--- src/rtl/ctrl_seq_gen2.sv ---
// Instruction sequencer: fetch/decode FSM driving ALU, multicycle unit, register-file and PC strobes.
// Interrupt entry takes one FETCH cycle; the multicycle wait is bounded by MC_TIMEOUT and faults to HALT.
module ctrl_seq_gen2 #(
    parameter int DATA_W     = 16,
    parameter int RA_W       = 4,
    parameter int N_IRQ      = 4,
    parameter int MC_TIMEOUT = 63
) (
    input  logic                     clk,
    input  logic                     rst_n,
    input  logic                     instr_valid,
    output logic                     instr_ready,
    input  logic [DATA_W-1:0]        instr,
    output logic [RA_W-1:0]          ra_addr,
    output logic [RA_W-1:0]          rb_addr,
    output logic [RA_W-1:0]          rc_addr,
    output logic [3:0]               alu_op,
    output logic                     alu_start,
    output logic                     mc_start,
    input  logic                     mc_done,
    output logic [DATA_W-1:0]        imm,
    output logic                     wb_sel,
    output logic                     rf_we,
    output logic                     pc_inc,
    output logic                     pc_load,
    output logic                     pc_restore,
    input  logic [2:0]               flags,
    input  logic [N_IRQ-1:0]         irq,
    output logic [N_IRQ-1:0]         irq_ack,
    output logic [$clog2(N_IRQ)-1:0] vec_sel,
    output logic                     halted,
    output logic                     err_timeout
);
    localparam int VS_W  = $clog2(N_IRQ);
    localparam int CNT_W = (MC_TIMEOUT < 1) ? 1 : $clog2(MC_TIMEOUT + 1);

    typedef enum logic [2:0] {
        S_FETCH,
        S_DECODE,
        S_MC_WAIT,
        S_WB,
        S_HALT
    } state_t;

    state_t              state_q;
    logic [DATA_W-1:0]   instr_q;
    logic                imask_q;
    logic [CNT_W-1:0]    cnt_q;
    logic [RA_W-1:0]     ra_q, rb_q, rc_q;
    logic [3:0]          alu_op_q;
    logic [DATA_W-1:0]   imm_q;
    logic                wb_sel_q;
    logic                alu_start_q, mc_start_q, rf_we_q;
    logic                pc_inc_q, pc_load_q, pc_restore_q;
    logic [N_IRQ-1:0]    irq_ack_q;
    logic [VS_W-1:0]     vec_sel_q;
    logic                halted_q, err_timeout_q;

    logic [3:0]          dec_op;
    logic [RA_W-1:0]     dec_ra, dec_rb, dec_rc;
    logic                irq_take;
    logic [VS_W-1:0]     irq_idx_d;
    logic                jmp_taken;
    logic                unused_gt_valid;

    assign dec_op = instr_q[DATA_W-1 -: 4];
    assign dec_ra = instr_q[DATA_W-5 -: RA_W];
    assign dec_rb = instr_q[DATA_W-5-RA_W -: RA_W];
    assign dec_rc = instr_q[DATA_W-5-2*RA_W -: RA_W];

    // rb[2:0] is a condition mask over {gt, !gt, eq}
    assign jmp_taken = (dec_rb[0] & flags[0]) | (dec_rb[1] & ~flags[1]) | (dec_rb[2] & flags[1]);
    assign unused_gt_valid = flags[2];

    assign irq_take    = (state_q == S_FETCH) && !imask_q && (|irq);
    assign instr_ready = rst_n && (state_q == S_FETCH) && !irq_take;

    always_comb begin
        irq_idx_d = '0;
        for (int i = N_IRQ - 1; i >= 0; i--) begin
            if (irq[i]) irq_idx_d = VS_W'(i);
        end
    end

    always_ff @(posedge clk or negedge rst_n) begin
        if (!rst_n) begin
            state_q       <= S_FETCH;
            instr_q       <= '0;
            imask_q       <= 1'b0;
            cnt_q         <= '0;
            ra_q          <= '0;
            rb_q          <= '0;
            rc_q          <= '0;
            alu_op_q      <= '0;
            imm_q         <= '0;
            wb_sel_q      <= 1'b0;
            alu_start_q   <= 1'b0;
            mc_start_q    <= 1'b0;
            rf_we_q       <= 1'b0;
            pc_inc_q      <= 1'b0;
            pc_load_q     <= 1'b0;
            pc_restore_q  <= 1'b0;
            irq_ack_q     <= '0;
            vec_sel_q     <= '0;
            halted_q      <= 1'b0;
            err_timeout_q <= 1'b0;
        end else begin
            alu_start_q  <= 1'b0;
            mc_start_q   <= 1'b0;
            rf_we_q      <= 1'b0;
            pc_inc_q     <= 1'b0;
            pc_load_q    <= 1'b0;
            pc_restore_q <= 1'b0;
            irq_ack_q    <= '0;
            case (state_q)
                S_FETCH: begin
                    if (irq_take) begin
                        irq_ack_q <= N_IRQ'(1) << irq_idx_d;
                        vec_sel_q <= irq_idx_d;
                        pc_load_q <= 1'b1;
                        imask_q   <= 1'b1;
                    end else if (instr_valid) begin
                        instr_q  <= instr;
                        pc_inc_q <= 1'b1;
                        state_q  <= S_DECODE;
                    end
                end
                S_DECODE: begin
                    ra_q     <= dec_ra;
                    rb_q     <= dec_rb;
                    rc_q     <= dec_rc;
                    alu_op_q <= dec_op;
                    imm_q    <= DATA_W'(instr_q[DATA_W-5:RA_W]);
                    wb_sel_q <= (dec_op == 4'hB);
                    case (dec_op)
                        4'h0: state_q <= S_FETCH;
                        4'h1, 4'h2, 4'h3, 4'h4, 4'h5, 4'h6, 4'h7: begin
                            alu_start_q <= 1'b1;
                            state_q     <= S_WB;
                        end
                        4'h8, 4'h9, 4'hA: begin
                            mc_start_q <= 1'b1;
                            cnt_q      <= '0;
                            state_q    <= S_MC_WAIT;
                        end
                        4'hB: state_q <= S_WB;
                        4'hC: begin
                            pc_load_q <= jmp_taken;
                            state_q   <= S_FETCH;
                        end
                        4'hD: begin
                            pc_restore_q <= 1'b1;
                            imask_q      <= 1'b0;
                            state_q      <= S_FETCH;
                        end
                        default: begin
                            halted_q <= 1'b1;
                            state_q  <= S_HALT;
                        end
                    endcase
                end
                S_MC_WAIT: begin
                    // done wins over timeout when both land in the same cycle
                    if (mc_done) begin
                        state_q <= S_WB;
                    end else if (cnt_q == CNT_W'(MC_TIMEOUT)) begin
                        err_timeout_q <= 1'b1;
                        halted_q      <= 1'b1;
                        state_q       <= S_HALT;
                    end else begin
                        cnt_q <= cnt_q + CNT_W'(1);
                    end
                end
                S_WB: begin
                    rf_we_q <= 1'b1;
                    state_q <= S_FETCH;
                end
                S_HALT: state_q <= S_HALT;
                default: state_q <= S_FETCH;
            endcase
        end
    end

    assign ra_addr     = ra_q;
    assign rb_addr     = rb_q;
    assign rc_addr     = rc_q;
    assign alu_op      = alu_op_q;
    assign alu_start   = alu_start_q;
    assign mc_start    = mc_start_q;
    assign imm         = imm_q;
    assign wb_sel      = wb_sel_q;
    assign rf_we       = rf_we_q;
    assign pc_inc      = pc_inc_q;
    assign pc_load     = pc_load_q;
    assign pc_restore  = pc_restore_q;
    assign irq_ack     = irq_ack_q;
    assign vec_sel     = vec_sel_q;
    assign halted      = halted_q;
    assign err_timeout = err_timeout_q;

endmodule

--- config.mk ---
export PLATFORM = sky130hd
export DESIGN_NAME = ctrl_seq_gen2
export DESIGN_NICKNAME = d
export VERILOG_FILES = /design/src/rtl/ctrl_seq_gen2.sv
export SDC_FILE = /design/constraint.sdc
export NUM_CORES = 1
export LEC_CHECK = 0
export ABC_AREA = 0
export BUFFER_PORTS_ARGS = -buffer_cell sky130_fd_sc_hd__buf_2
export CAP_MARGIN = 20
export CORE_ASPECT_RATIO = 1.1
export CORE_MARGIN = 3
export CORE_UTILIZATION = 30
export DETAILED_ROUTE_END_ITERATION = 12
export PLACE_DENSITY = 0.5
export SLEW_MARGIN = 20
export SYNTH_ARGS = -nofsm -noshare
export SYNTH_HDL_FRONTEND = slang
export SYNTH_SLANG_ARGS = --single-unit
--- constraint.sdc ---
create_clock -name clk -period 1.85 [get_ports clk]
set_clock_uncertainty 0.15 [all_clocks]
set_input_delay 0.0925 -clock clk [delete_from_list [all_inputs] [get_ports clk]]
set_output_delay 0.0925 -clock clk [all_outputs]
set_load 0.005 [all_outputs]
==> flow_summary.ini <==
[floorplanning]
rows = 35
num_io_pins = 75
die_area_mm2 = 0.009870
die_w_um = 95.00
die_y_um = 103.9
initial_utilization = 0.3109
core_area_mm2 = 0.008408

[global_route]
antenna_found_initial = 0
grt_max_degree = 58
grt_first_pass_wirelength_mm = 10.15
grt-ovfl-total = 0
grtUsageTotal = 0.1314
grt_pass1_vias = 2123

[finish]
area.growth.synth_to_final_pct = 35.47
fin_area_mm2 = 0.003541
stdcell_count = 456
final_nets = 368
drive_gt1_frac = 0.3768
n_antenna_cell = 0

[synth]
yosysSeqAreaShare = 0.5457
synth_top_family_by_area = simple AND/OR/NAND/NOR gates
synth_area_leaders = dfrtp_1 (55%), nand2_1 (7.9%), mux2_2 (6.9%)
yosys_warnings = 0
syn_inst = 246
synth_most_common_cell = dfrtp_1
synth_compound_area_frac = 0.09813
synth_xor_area_frac = 0
synth_ff_type = dfrtp_1
yosys-mux-area-fraction = 0.08042
yosysTopAreaCell = dfrtp_1
ys_ff_latch = 57
synthSimpleGateAreaFrac = 0.1910
synth_largest_type_area_fraction = 0.5457
async_flop_share = 1.000
synth_edf_count = 0
synthTopCellsByCount = dfrtp_1 (57), nand2_1 (55), buf_4 (17)
synth_adder_area_share = 0.004787
syn_area_mm2 = 0.002614
synthDistinctLibCells = 50
synth.avg_cell_area_um2 = 10.63

[drt]
wirelength_mm = 6.041
drt_pass1_iterations = 4
ant_nets = 0
wl_per_cell_um = 13.25
drt-initial-drc-count = 72
drc = 0
viasPerCell = 4.485
vias = 2045

[setup_path]
worstPathCellList = buf_6 -> nor4_4 -> nand2b_1 -> and3_1 -> buf_2
start_kind = flop
slowest_delay_ps = 430
worstSetupPathType = reg -> out
r2r_cells = 3
crit_arrival_ps = 1550
worstReg2RegStart = state_q[0]
critPathMaxFanout = 3
reg2reg_to = cnt_q[5]
crit_slowest_cell = dfrtp_2
r2r_slack_ps = 60
end_kind = output port
critical_path_required_ps = 1610

[cts]
numCtsBuffers = 9
h-tree-depth = 3
cts.clk_slew.worst_paths_ps = 70
clock_latency_ps = 330
cts_tree = built
cts.path.max_buffers = 2
cts_sinks = 57
clk_root_buffer_cell = clkbuf_8

[hold_path]
hold_path_class = in -> reg
whs_path_depth = 3
worstHoldStart = irq[2]
hold_end = vec_sel[0]

[job]
cap_violations = 0

[power]
seqPwrFrac = 0.400
p_int_mw = 3.540
p_comb_frac = 0.379
sw_frac_of_total = 0.3496
power.switching_mw = 1.903
power_frac_clock = 0.221
powerDensity_mw_per_mm2 = 1537
power_mw = 5.443
peakVddDrop_mv = 0.7322
p_leak_nw = 1.761

[place]
place_inst = 413
port_buffers = 65
place_ws_ps = 45.66
finalWeightedCongestion = 0.7194
placed_area_mm2 = 0.003035
place_hpwl_mm = 3.956

[timing]
maxClockFrequency_ghz = 0.5585
setup_viol_count_final = 0
period_share = 0.9678
hold_violations = 0
worst_pin_slew_ps = 726.6
finalCriticalPeriod_ps = 1791
slew_headroom = 0.5156
setup_tns_ps = 0
slew_viol_final = 0
rsz0062_at_grt = yes
fin_ws_ps = 59.49

[status]
outcome = finished clean
-- layer usage --
layer	global-route usage	share of wire	up-vias
met1	0.1643	0.45	976
met4	0.04227	0.015	0
li1	-	-	1011
met3	0.04124	0.049	8
met5	0	0	-
met2	0.2141	0.49	50
-- critical path: cells and delay by family (launching register included) --
family,cells,cell delay (ps)
buffers and inverters,2,260
AND/OR/NAND/NOR,3,540
flip-flops,1,430
-- logic make-up after synthesis --
family,Yosys count
and+or+nand+nor,99
DFF,57
buffers and inverters,36
AOI/OAI and AO/OA,33
muxes,19
adders and majority gates,1
other,1
-- cell usage in the layout (no fill, tap or decap), types with 2 or more instances in the layout --
| cell type | n |
|---|---|
| inv_1 | 7 |
| buf_2 | 65 |
| nand3_1 | 4 |
| a211oi_2 | 2 |
| buf_4 | 16 |
| clkbuf_8 | 11 |
| dfrtp_2 | 2 |
| nor3_1 | 5 |
| nor2_1 | 7 |
| conb_1 | 8 |
| dlygate4sd3_1 | 21 |
| buf_6 | 2 |
| mux2_2 | 16 |
| nor3b_1 | 2 |
| o21a_1 | 2 |
| and3_1 | 2 |
| mux2i_1 | 3 |
| o211ai_1 | 2 |
| a221oi_1 | 2 |
| nand2_1 | 55 |
| clkinv_2 | 3 |
| o21ai_0 | 4 |
| a211o_1 | 2 |
| a21oi_1 | 3 |
| o31ai_1 | 6 |
| dfrtp_1 | 55 |
| nand2b_1 | 5 |
| and4_1 | 2 |
| nor2b_1 | 2 |
-- area by class of cell --
type / instances / area [µm²]
Fill cell: 850 / 4867
Sequential cell: 57 / 1429
Multi-Input combinational cell: 160 / 1044
Timing Repair Buffer: 105 / 698.2
Clock buffer: 11 / 151.4
Tap cell: 111 / 138.9
Clock inverter: 5 / 53.80
Inverter: 7 / 26.28
-- stage by stage --
stage	hold slack, ps	utilization
2_1_floorplan	-353.1	-
3_3_place_gp	174.3	0.3610
3_5_place_dp	178.2	0.3610
4_1_cts	25.49	0.4152
5_1_grt	50.60	0.4211
6_report	53.84	0.4211
-- state kept, by name, indices dropped and copies added (netlist names), 2 cells and up --
name	count
cnt_q	6
ra_addr	4
vec_sel	2
rc_addr	4
alu_op	4
instr_q	16
irq_ack	4
state_q	3
rb_addr	3
-- how the worst max path moves through the flow --
stage | cells past startpoint | to | slack, ps | startpoint
floorplan | 5 | instr_q[10] | 90 | state_q[1]
global placement | 3 | cnt_q[1] | 60 | state_q[1]
detailed placement | 4 | state_q[2] | 50 | state_q[1]
CTS | 5 | instr_ready | 4 | state_q[1]
global route | 5 | instr_ready | -40 | state_q[1]
finish | 5 | instr_ready | 60 | state_q[1]
-- power by group through the flow --
stage,Combinational [mW],Clock [mW],Sequential [mW]
after floorplan,1.37,0,2.07
after global placement,1.90,0,2.19
after detailed placement,1.93,0,2.20
after CTS,2.04,1.24,2.18
after global routing,2.31,1.32,2.26
final,2.06,1.20,2.18
-- what timing repair did --
item	4_1_cts	5_1_grt
resized for setup	2	8
pin swaps	1	2
setup endpoints to repair	1	25
buffers inserted	4	2
gates cloned	0	0
hold buffers	21	0
endpoints found under the hold margin	79	0
(Power assumes the default switching activity.)
